--- config.mk ---
export PLATFORM = sky130hd
export DESIGN_NAME = updown_seq_monitor
export DESIGN_NICKNAME = d
export VERILOG_FILES = /design/src/rtl/updown_seq_monitor.sv
export SDC_FILE = /design/constraint.sdc
export NUM_CORES = 1
export LEC_CHECK = 0
export ABC_AREA = 0
export CORE_MARGIN = 2
export CORE_UTILIZATION = 30
export CTS_BUF_LIST = sky130_fd_sc_hd__clkbuf_8 sky130_fd_sc_hd__clkbuf_16
export DETAILED_ROUTE_END_ITERATION = 8
export GPL_TIMING_DRIVEN = 0
export PLACE_DENSITY = 0.53
export SLEW_MARGIN = 20
export SYNTH_ARGS = -nofsm -noshare
export SYNTH_HDL_FRONTEND = slang
export SYNTH_SLANG_ARGS = --single-unit
--- constraint.sdc ---
create_clock -name clock -period 1.9 [get_ports clock]
set_input_delay 0.38 -clock clock [delete_from_list [all_inputs] [get_ports clock]]
set_output_delay 0.38 -clock clock [all_outputs]
set_load 0.01 [all_outputs]
--- src/rtl/updown_seq_monitor.sv ---
// Receive-side checker for a bouncing up/down counter stream
// (0,1,..,MAX,MAX,MAX-1,..,0,0,1,..). Locks onto the stream, reports
// direction and peak/valley events, counts periods and flags breaks.
// Optional feature macro: UDMON_ERRCNT_EN adds a saturating err_count output.
module updown_seq_monitor #(
  parameter int unsigned WIDTH  = 4,
  parameter int unsigned PCNT_W = 8
) (
  input  logic              clock,
  input  logic              reset,
  input  logic              sample_valid,
  input  logic [WIDTH-1:0]  sample,
  output logic              locked,
  output logic              dir,
  output logic              peak_pulse,
  output logic              valley_pulse,
  output logic              err_pulse,
  output logic [PCNT_W-1:0] period_count
`ifdef UDMON_ERRCNT_EN
  ,
  output logic [7:0]        err_count
`endif
);

  localparam int unsigned ECNT_W = 8;
  localparam logic [WIDTH-1:0] MaxVal = {WIDTH{1'b1}};

  typedef enum logic [2:0] {
    ST_ACQ,
    ST_SYNC,
    ST_UP,
    ST_TOP,
    ST_DOWN,
    ST_BOT
  } state_e;

  state_e              state_q, state_d;
  logic [WIDTH-1:0]    prev_q, prev_d;
  logic [PCNT_W-1:0]   pcnt_q, pcnt_d;
  logic                locked_q, locked_d;
  logic                dir_q, dir_d;
  logic                peak_q, peak_d;
  logic                valley_q, valley_d;
  logic                err_q, err_d;

  logic [WIDTH-1:0]    p_inc, p_dec;
  logic                at_max, at_zero, mismatch;

  // Neighbour values of prev; wrap cases are excluded via at_max/at_zero
  assign p_inc   = prev_q + WIDTH'(1);
  assign p_dec   = prev_q - WIDTH'(1);
  assign at_max  = (prev_q == MaxVal);
  assign at_zero = (prev_q == '0);

  // State register and registered outputs
  always_ff @(posedge clock or posedge reset) begin
    if (reset) begin
      state_q  <= ST_ACQ;
      prev_q   <= '0;
      pcnt_q   <= '0;
      locked_q <= 1'b0;
      dir_q    <= 1'b0;
      peak_q   <= 1'b0;
      valley_q <= 1'b0;
      err_q    <= 1'b0;
    end else begin
      state_q  <= state_d;
      prev_q   <= prev_d;
      pcnt_q   <= pcnt_d;
      locked_q <= locked_d;
      dir_q    <= dir_d;
      peak_q   <= peak_d;
      valley_q <= valley_d;
      err_q    <= err_d;
    end
  end

  // Next-state, sequence checking and event generation
  always_comb begin
    state_d  = state_q;
    prev_d   = prev_q;
    pcnt_d   = pcnt_q;
    peak_d   = 1'b0;
    valley_d = 1'b0;
    err_d    = 1'b0;
    mismatch = 1'b0;
    if (sample_valid) begin
      prev_d = sample;
      case (state_q)
        ST_ACQ: state_d = ST_SYNC;
        ST_SYNC: begin
          if (!at_max && sample == p_inc) begin
            state_d = (sample == MaxVal) ? ST_TOP : ST_UP;
          end else if (!at_zero && sample == p_dec) begin
            state_d = (sample == '0) ? ST_BOT : ST_DOWN;
          end else if (at_max && sample == MaxVal) begin
            state_d = ST_DOWN;
          end else if (at_zero && sample == '0) begin
            state_d = ST_UP;
          end
        end
        ST_UP: begin
          if (!at_max && sample == p_inc) begin
            state_d = (sample == MaxVal) ? ST_TOP : ST_UP;
          end else begin
            mismatch = 1'b1;
          end
        end
        ST_TOP: begin
          if (sample == MaxVal) begin
            state_d = ST_DOWN;
            peak_d  = 1'b1;
          end else begin
            mismatch = 1'b1;
          end
        end
        ST_DOWN: begin
          if (!at_zero && sample == p_dec) begin
            state_d = (sample == '0) ? ST_BOT : ST_DOWN;
          end else begin
            mismatch = 1'b1;
          end
        end
        ST_BOT: begin
          if (sample == '0) begin
            state_d  = ST_UP;
            valley_d = 1'b1;
            pcnt_d   = pcnt_q + PCNT_W'(1);
          end else begin
            mismatch = 1'b1;
          end
        end
        default: state_d = ST_ACQ;
      endcase
      // A break drops lock; relock needs at least one more sample
      if (mismatch) begin
        state_d = ST_SYNC;
        err_d   = 1'b1;
      end
    end
    locked_d = (state_d == ST_UP) || (state_d == ST_TOP) ||
               (state_d == ST_DOWN) || (state_d == ST_BOT);
    dir_d    = (state_d == ST_DOWN) || (state_d == ST_BOT);
  end

  assign locked       = locked_q;
  assign dir          = dir_q;
  assign peak_pulse   = peak_q;
  assign valley_pulse = valley_q;
  assign err_pulse    = err_q;
  assign period_count = pcnt_q;

`ifdef UDMON_ERRCNT_EN
  logic [ECNT_W-1:0] ecnt_q, ecnt_d;

  // Saturating mismatch counter, cleared only by reset
  always_comb begin
    ecnt_d = ecnt_q;
    if (err_d && ecnt_q != {ECNT_W{1'b1}}) begin
      ecnt_d = ecnt_q + ECNT_W'(1);
    end
  end

  // Error counter register
  always_ff @(posedge clock or posedge reset) begin
    if (reset) begin
      ecnt_q <= '0;
    end else begin
      ecnt_q <= ecnt_d;
    end
  end

  assign err_count = ecnt_q;
`endif

endmodule

==> impl_metrics.tcl, run 1 <==
set metrics [dict create \
    status "finished, violations left" \
    violations "setup timing" \
    drive_gt1_share_pct 31.2 \
    syn_area_um2 1290 \
    hold_class "in -> reg" \
    yosys-top-cells-area "dfrtp_1, xnor2_1, xor2_1, ha_1, mux2_2" \
    cts_tree "yes" \
    final-hold-violation-count 0 \
    period_share_pct 106 \
    setup_viol 5 \
    min_to "prev_q[2]" \
    wirelength_um 2930 \
    final_nets 166 \
    drt-initial-drc-count 45 \
    synthTopCellsByCount "dfrtp_1, nand2_1, xnor2_1" \
    ys.flop_type "dfrtp_1" \
    diodes 0 \
    worst-path-buf-inv 1 \
    crit_slowest_cell "xnor3_2" \
    syn_nets 137 \
    wl_per_cell_um 14.4 \
    comb_power_share_pct 46.5 \
    crit_fanout 7 \
    synth_most_common_cell "dfrtp_1" \
    r2r_cells 6 \
    die_height_um 69.7 \
    fin_crit_ns 2.02 \
    grt_pass1_wl_um 4970 \
    postCtsHoldBufs 0 \
    maxSlewViolCount 0 \
    synth-compound-area-share_pct 16.0 \
    numClockSinks 20 \
    p_sw_share_pct 36.9 \
    synthCells 126 \
    dr.pass1.iters 4 \
    synth_edf_count 0 \
    critPathLaunchType "flip-flop" \
    syn2layout_area_growth_pct 35.5 \
    insertion_delay_ns 0.26 \
    dp.cells 193 \
    synth-simple-area-share_pct 22.1 \
    critPathTopFamily "compound AO/OA/AOI/OAI gates" \
    total_power_mw 1.85 \
    synth_top_family_by_area "simple AND/OR/NAND/NOR gates" \
    cp-end-kind "flip-flop" \
    pwr-share-clk_pct 23.4 \
    hp-start "sample[2]" \
    seq_area_frac_synth_pct 38.6 \
    synth_xor_area_share_pct 11.3 \
    viasPerCell 5.30 \
    async_reset_ff_share_pct 100 \
    synth-seq-cells 20 \
    power.density_nw_per_um2 1060 \
    yosys_warnings 0 \
    leakage_nw 0.711 \
    slew_headroom_pct 48.4 \
    core_area_um2 4090 \
    yosys.area.top_type "dfrtp_1" \
    antenna_found_initial 0 \
    clkTransAtPathRegs_ns 0.08 \
    tightest_slew_ns 0.774 \
    die-width_um 69.7 \
    die-area_um2 4860 \
    rows 23 \
    crit_path_max_incr_delay_ns 0.38 \
    grt_max_degree 21 \
    fin_worst_skew_ns 0.00113 \
    fin_cells 204 \
    setup_ws_ns -0.123 \
    hold_path_depth 2 \
    p_switching_uw 685 \
    fillCellCount 393 \
    synth.distinct_cells 50 \
    grt-ovfl-total 0 \
    p_seq_share_pct 30.1 \
    max-cap-violations 0 \
    finalSetupTns_ns -0.436 \
    r2r_slack_ns -0.12 \
    p_int_mw 1.17 \
    cts_buffer_depth 2 \
    synth_adder_area_share_pct 3.86 \
    start_util_pct 31.7 \
    seq_area_um2 500 \
    grt.total_usage_pct 12.9 \
    routed-via-count 1081 \
    grt_pass1_vias 1033 \
    r2r_end "state_q[0]" \
    synthMuxAreaShare_pct 3.48 \
    gp_congestion 0.853 \
    cts_root_buffer "clkbuf_8" \
    placement.io_buffers 17 \
    worstPathCellList "clkbuf_4 > xnor3_2 > nand4b_1 > o22a_1 > a31o_2 > a211o_1" \
    ant_nets 0 \
    cp.required_ns 2.05 \
    max_freq_ghz 0.494 \
    syn_area_per_cell_um2 10.3 \
    ir_drop_mv 0.393 \
    arrival_ns 2.18 \
    cts-buffers-inserted 3 \
    multi_input_area_um2 847 \
    dpl.hpwl_um 2040 \
    drc 0 \
    synth_top_area_share_pct 38.6 \
    r2r-start "prev_q[2]" \
    rsz0062_at_grt "yes" \
    critPathKind "reg -> reg" \
    htree_num_levels 1 \
    io_pins 20 \
]
power by group through the flow:
stage	Sequential (mW)	Clock (mW)	Combinational, mW
after floorplan	0.585	0	0.522
after global placement	0.567	0	0.745
after detailed placement	0.568	0	0.755
after CTS	0.559	0.445	0.836
after global routing	0.569	0.458	0.936
final	0.559	0.434	0.862
flip-flops by register name (all words and copies together) (netlist names):
| signal | count |
|---|---|
| err_pulse | 1 |
| valley_pulse | 1 |
| peak_pulse | 1 |
| locked | 1 |
| state_q | 3 |
| period_count | 8 |
| dir | 1 |
| prev_q | 4 |
placed cells by master, fill, tap and decap left out, types with 4 or more instances in the layout:
master / instances
nand2_1: 9
nand4_1: 4
xnor2_1: 5
nor2_1: 5
o21ai_0: 5
mux2_2: 4
nand3_1: 5
xor2_1: 4
buf_4: 8
clkdlybuf4s50_1: 14
dfrtp_1: 20
per-layer routing:
layer / wire (µm) / up-vias / GRT usage (%)
li1: - / 518 / -
met1: 1250 / 511 / 15.8
met2: 1440 / 43 / 22.1
met3: 160 / 9 / 3.05
met4: 80 / 0 / 4.70
met5: 0 / - / 0
layout make-up:
type                       count  share of cell area, %
tap                           50                   3.57
clock inverter                 1                   1.71
inverter                       5                   1.07
timing repair buffer          24                   12.1
buffer                         7                   2.43
sequential                    20                   28.5
multi-input combinational     94                   48.3
clock buffer                   3                   2.35
kinds of logic (layout without fill, tap and decap cells):
| logic type | after synthesis | count (layout) |
|---|---|---|
| AND/OR/NAND/NOR | 46 | 46 |
| AO/OA/AOI/OAI | 25 | 25 |
| flip-flops | 20 | 20 |
| XOR/XNOR | 15 | 15 |
| buffers and inverters | 12 | 40 |
| adder cells (fa/ha/maj) | 4 | 4 |
| multiplexers | 4 | 4 |
timing repair:
item / 4_1_cts / 5_1_grt
endpoints found under the setup margin: 14 / 11
pin swaps: 5 / 3
setup buffers: 7 / 0
endpoints found under the hold margin: 0 / 0
gates resized for setup: 14 / 9
stage by stage:
step	util (%)	hold slack (ns)	worst slack (ns)	area, µm²
after floorplan	-	0.344	-0.0253	1320
after global placement	37.9	0.460	-0.553	1550
after detailed placement	37.9	0.462	-0.600	1550
after CTS	42.6	0.390	-0.102	1740
after global routing	42.9	0.400	-0.237	1750
final	42.9	0.394	-0.123	1750
how the worst max path moves through the flow:
stage                   start    endpoint  cells past startpoint
floorplan           prev_q[0]  state_q[0]                      7
global placement    sample[1]         dir                      6
detailed placement  sample[3]  state_q[2]                      6
CTS                 prev_q[0]  state_q[0]                      7
global route        prev_q[1]  state_q[0]                      7
finish              prev_q[2]  state_q[0]                      6
(Power assumes the default switching activity.)
==> run 2, diff against run 1 <==
- SETUP_SLACK_MARGIN: unset -> 0.1
==> run 2 against run 1 <==
Critical path depth rose by 2. Highest routed layer unchanged. Clock skew barely moved. Sequential power rose by 0.7%. Final area rose by 1.6%. Largest power group unchanged. The run still ends with setup timing left. Final cell count rose by 1.5%. Clock-buffer cell count did not move. Global-route usage rose by 0.51 points. Total power rose by 1.6%.
==> impl_metrics.tcl, run 2 (synthesis gave the netlist of run 1 again) <==
set metrics [dict create \
    status "finished, violations left" \
    violations "setup timing" \
    cts_root_buffer "clkbuf_8" \
    crit_fanout 4 \
    cts-buffers-inserted 3 \
    cp-end-kind "flip-flop" \
    fillCellCount 388 \
    largest_register_ffs 8 \
    die-area_um2 4860 \
    ant_nets 0 \
    die-width_um 69.7 \
    max-cap-violations 0 \
    grt_pass1_vias 1167 \
    utilization_pct 43.6 \
    fin_worst_skew_ns 0.00149 \
    maxSlewViolCount 0 \
    hold_path_depth 2 \
    period_share_pct 106 \
    gp_congestion 0.922 \
    syn2layout_area_growth_pct 37.6 \
    clkTransAtPathRegs_ns 0.08 \
    min_to "prev_q[2]" \
    wirelength_um 3080 \
    grt-ovfl-total 0 \
    cp.required_ns 2.06 \
    grt.total_usage_pct 13.4 \
    dpl.hpwl_um 2100 \
    drive_gt1_share_pct 34.4 \
    placed_cell_area_um2 1560 \
    viasPerCell 5.27 \
    tightest_slew_ns 0.793 \
    routed-via-count 1090 \
    ir_drop_mv 0.365 \
    total_power_mw 1.89 \
    critPathKind "reg -> reg" \
    cts_buffer_depth 2 \
    final_nets 169 \
    drc 0 \
    hp-start "sample[2]" \
    placement.io_buffers 17 \
    dr.pass1.iters 4 \
    drt-initial-drc-count 29 \
    max_freq_ghz 0.499 \
    grt_max_degree 21 \
    core_area_um2 4090 \
    rows 23 \
    mostFrequentLayoutCell "dfrtp_1" \
    final_cell_mix "dfrtp_1, clkdlybuf4s50_1, buf_4, nand2_1, nand3_1" \
    final_cell_area_um2 1780 \
    postCtsHoldBufs 0 \
    setup_ws_ns -0.105 \
    leakage_nw 0.728 \
    hold_class "in -> reg" \
    antenna_found_initial 0 \
    start_util_pct 31.7 \
    arrival_ns 2.16 \
    crit_slowest_cell "dfrtp_2" \
    r2r_cells 8 \
    die_height_um 69.7 \
    rsz0062_at_grt "yes" \
    wl_per_cell_um 14.9 \
    setup_viol 6 \
    insertion_delay_ns 0.27 \
    fin_crit_ns 2.01 \
    slew_headroom_pct 47.0 \
    r2r_end "state_q[0]" \
    critPathLaunchType "flip-flop" \
    diodes 0 \
    numClockSinks 20 \
    whs_ns 0.385 \
    final-hold-violation-count 0 \
    crit_path_max_incr_delay_ns 0.44 \
    worstPathCellList "inv_2 > ha_4 > xor2_2 > nand3b_1 > buf_6 > nor3_4 > o221ai_1 > a211o_1" \
    power.density_nw_per_um2 1060 \
    r2r-start "prev_q[0]" \
    r2r_slack_ns -0.11 \
    cts_tree "yes" \
    htree_num_levels 1 \
    io_pins 20 \
    grt_pass1_wl_um 5240 \
]
run 2: cell types whose count changed in the layout (fill, tap and decap cells not counted), moves of 2 or more:
| cell | delta |
|---|---|
| clkbuf_2 | -2 |
| nor3_1 | -2 |
| nor3_2 | +2 |
| buf_4 | +3 |
| buf_2 | +3 |
run 2: what timing repair did:
item / 4_1_cts / 5_1_grt
endpoints found under the hold margin: 0 / 0
endpoints found under the setup margin: 14 / 8
buffers inserted: 7 / 3
resized for setup: 18 / 11
pin swaps: 8 / 7
run 2: worst max path at each step:
stage / from / end / slack [ns] / cells past startpoint
final: prev_q[0] / state_q[0] / -0.11 / 8
after detailed placement: sample[3] / state_q[2] / -0.61 / 6
after global routing: prev_q[1] / dir / -0.18 / 6
after global placement: sample[1] / locked / -0.56 / 6
after floorplan: prev_q[0] / state_q[0] / -0.01 / 7
after CTS: prev_q[1] / state_q[1] / -0.12 / 8
run 2: final cells by class:
class	count	area (µm²)	area share, %
buffer	7	42.5	2.39
clock buffer	3	41.3	2.32
clock inverter	1	30.0	1.69
inverter	5	18.8	1.05
multi-input combinational	94	851	47.8
sequential	20	502	28.2
tap	50	62.6	3.51
timing repair buffer	27	234	13.1
run 2: per-layer routing:
layer / global-route usage [%] / vias up / share of wire, %
met5: 0 / - / 0
met4: 6.41 / 0 / 2.1
met3: 4.07 / 6 / 4.5
met2: 23.2 / 32 / 50
met1: 15.0 / 527 / 43
li1: - / 525 / -
run 2: metrics by stage:
stage                     setup slack [ns]  TNS, ns  cells
after floorplan                    -0.0123  -0.0123    126
after global placement              -0.561    -6.65    193
after detailed placement            -0.612    -7.21    193
after CTS                           -0.122   -0.603    204
after global routing                -0.183   -0.933    207
final                               -0.105   -0.436    207
run 2: critical path: cells and delay by family, from the launching register on:
| family | cells | cell delay (ns) |
|---|---|---|
| adders and majority gates | 1 | 0.20 |
| DFF | 1 | 0.44 |
| xor gates and xnor gates | 1 | 0.14 |
| buffers and inverters | 2 | 0.26 |
| and+or+nand+nor | 2 | 0.40 |
| AOI/OAI and AO/OA | 2 | 0.46 |
run 2: power breakdown:
| group | internal, mW | switching (mW) | total, mW |
|---|---|---|---|
| Combinational | 0.401 | 0.485 | 0.886 |
| Clock | 0.282 | 0.154 | 0.436 |
| Sequential | 0.505 | 0.0580 | 0.563 |
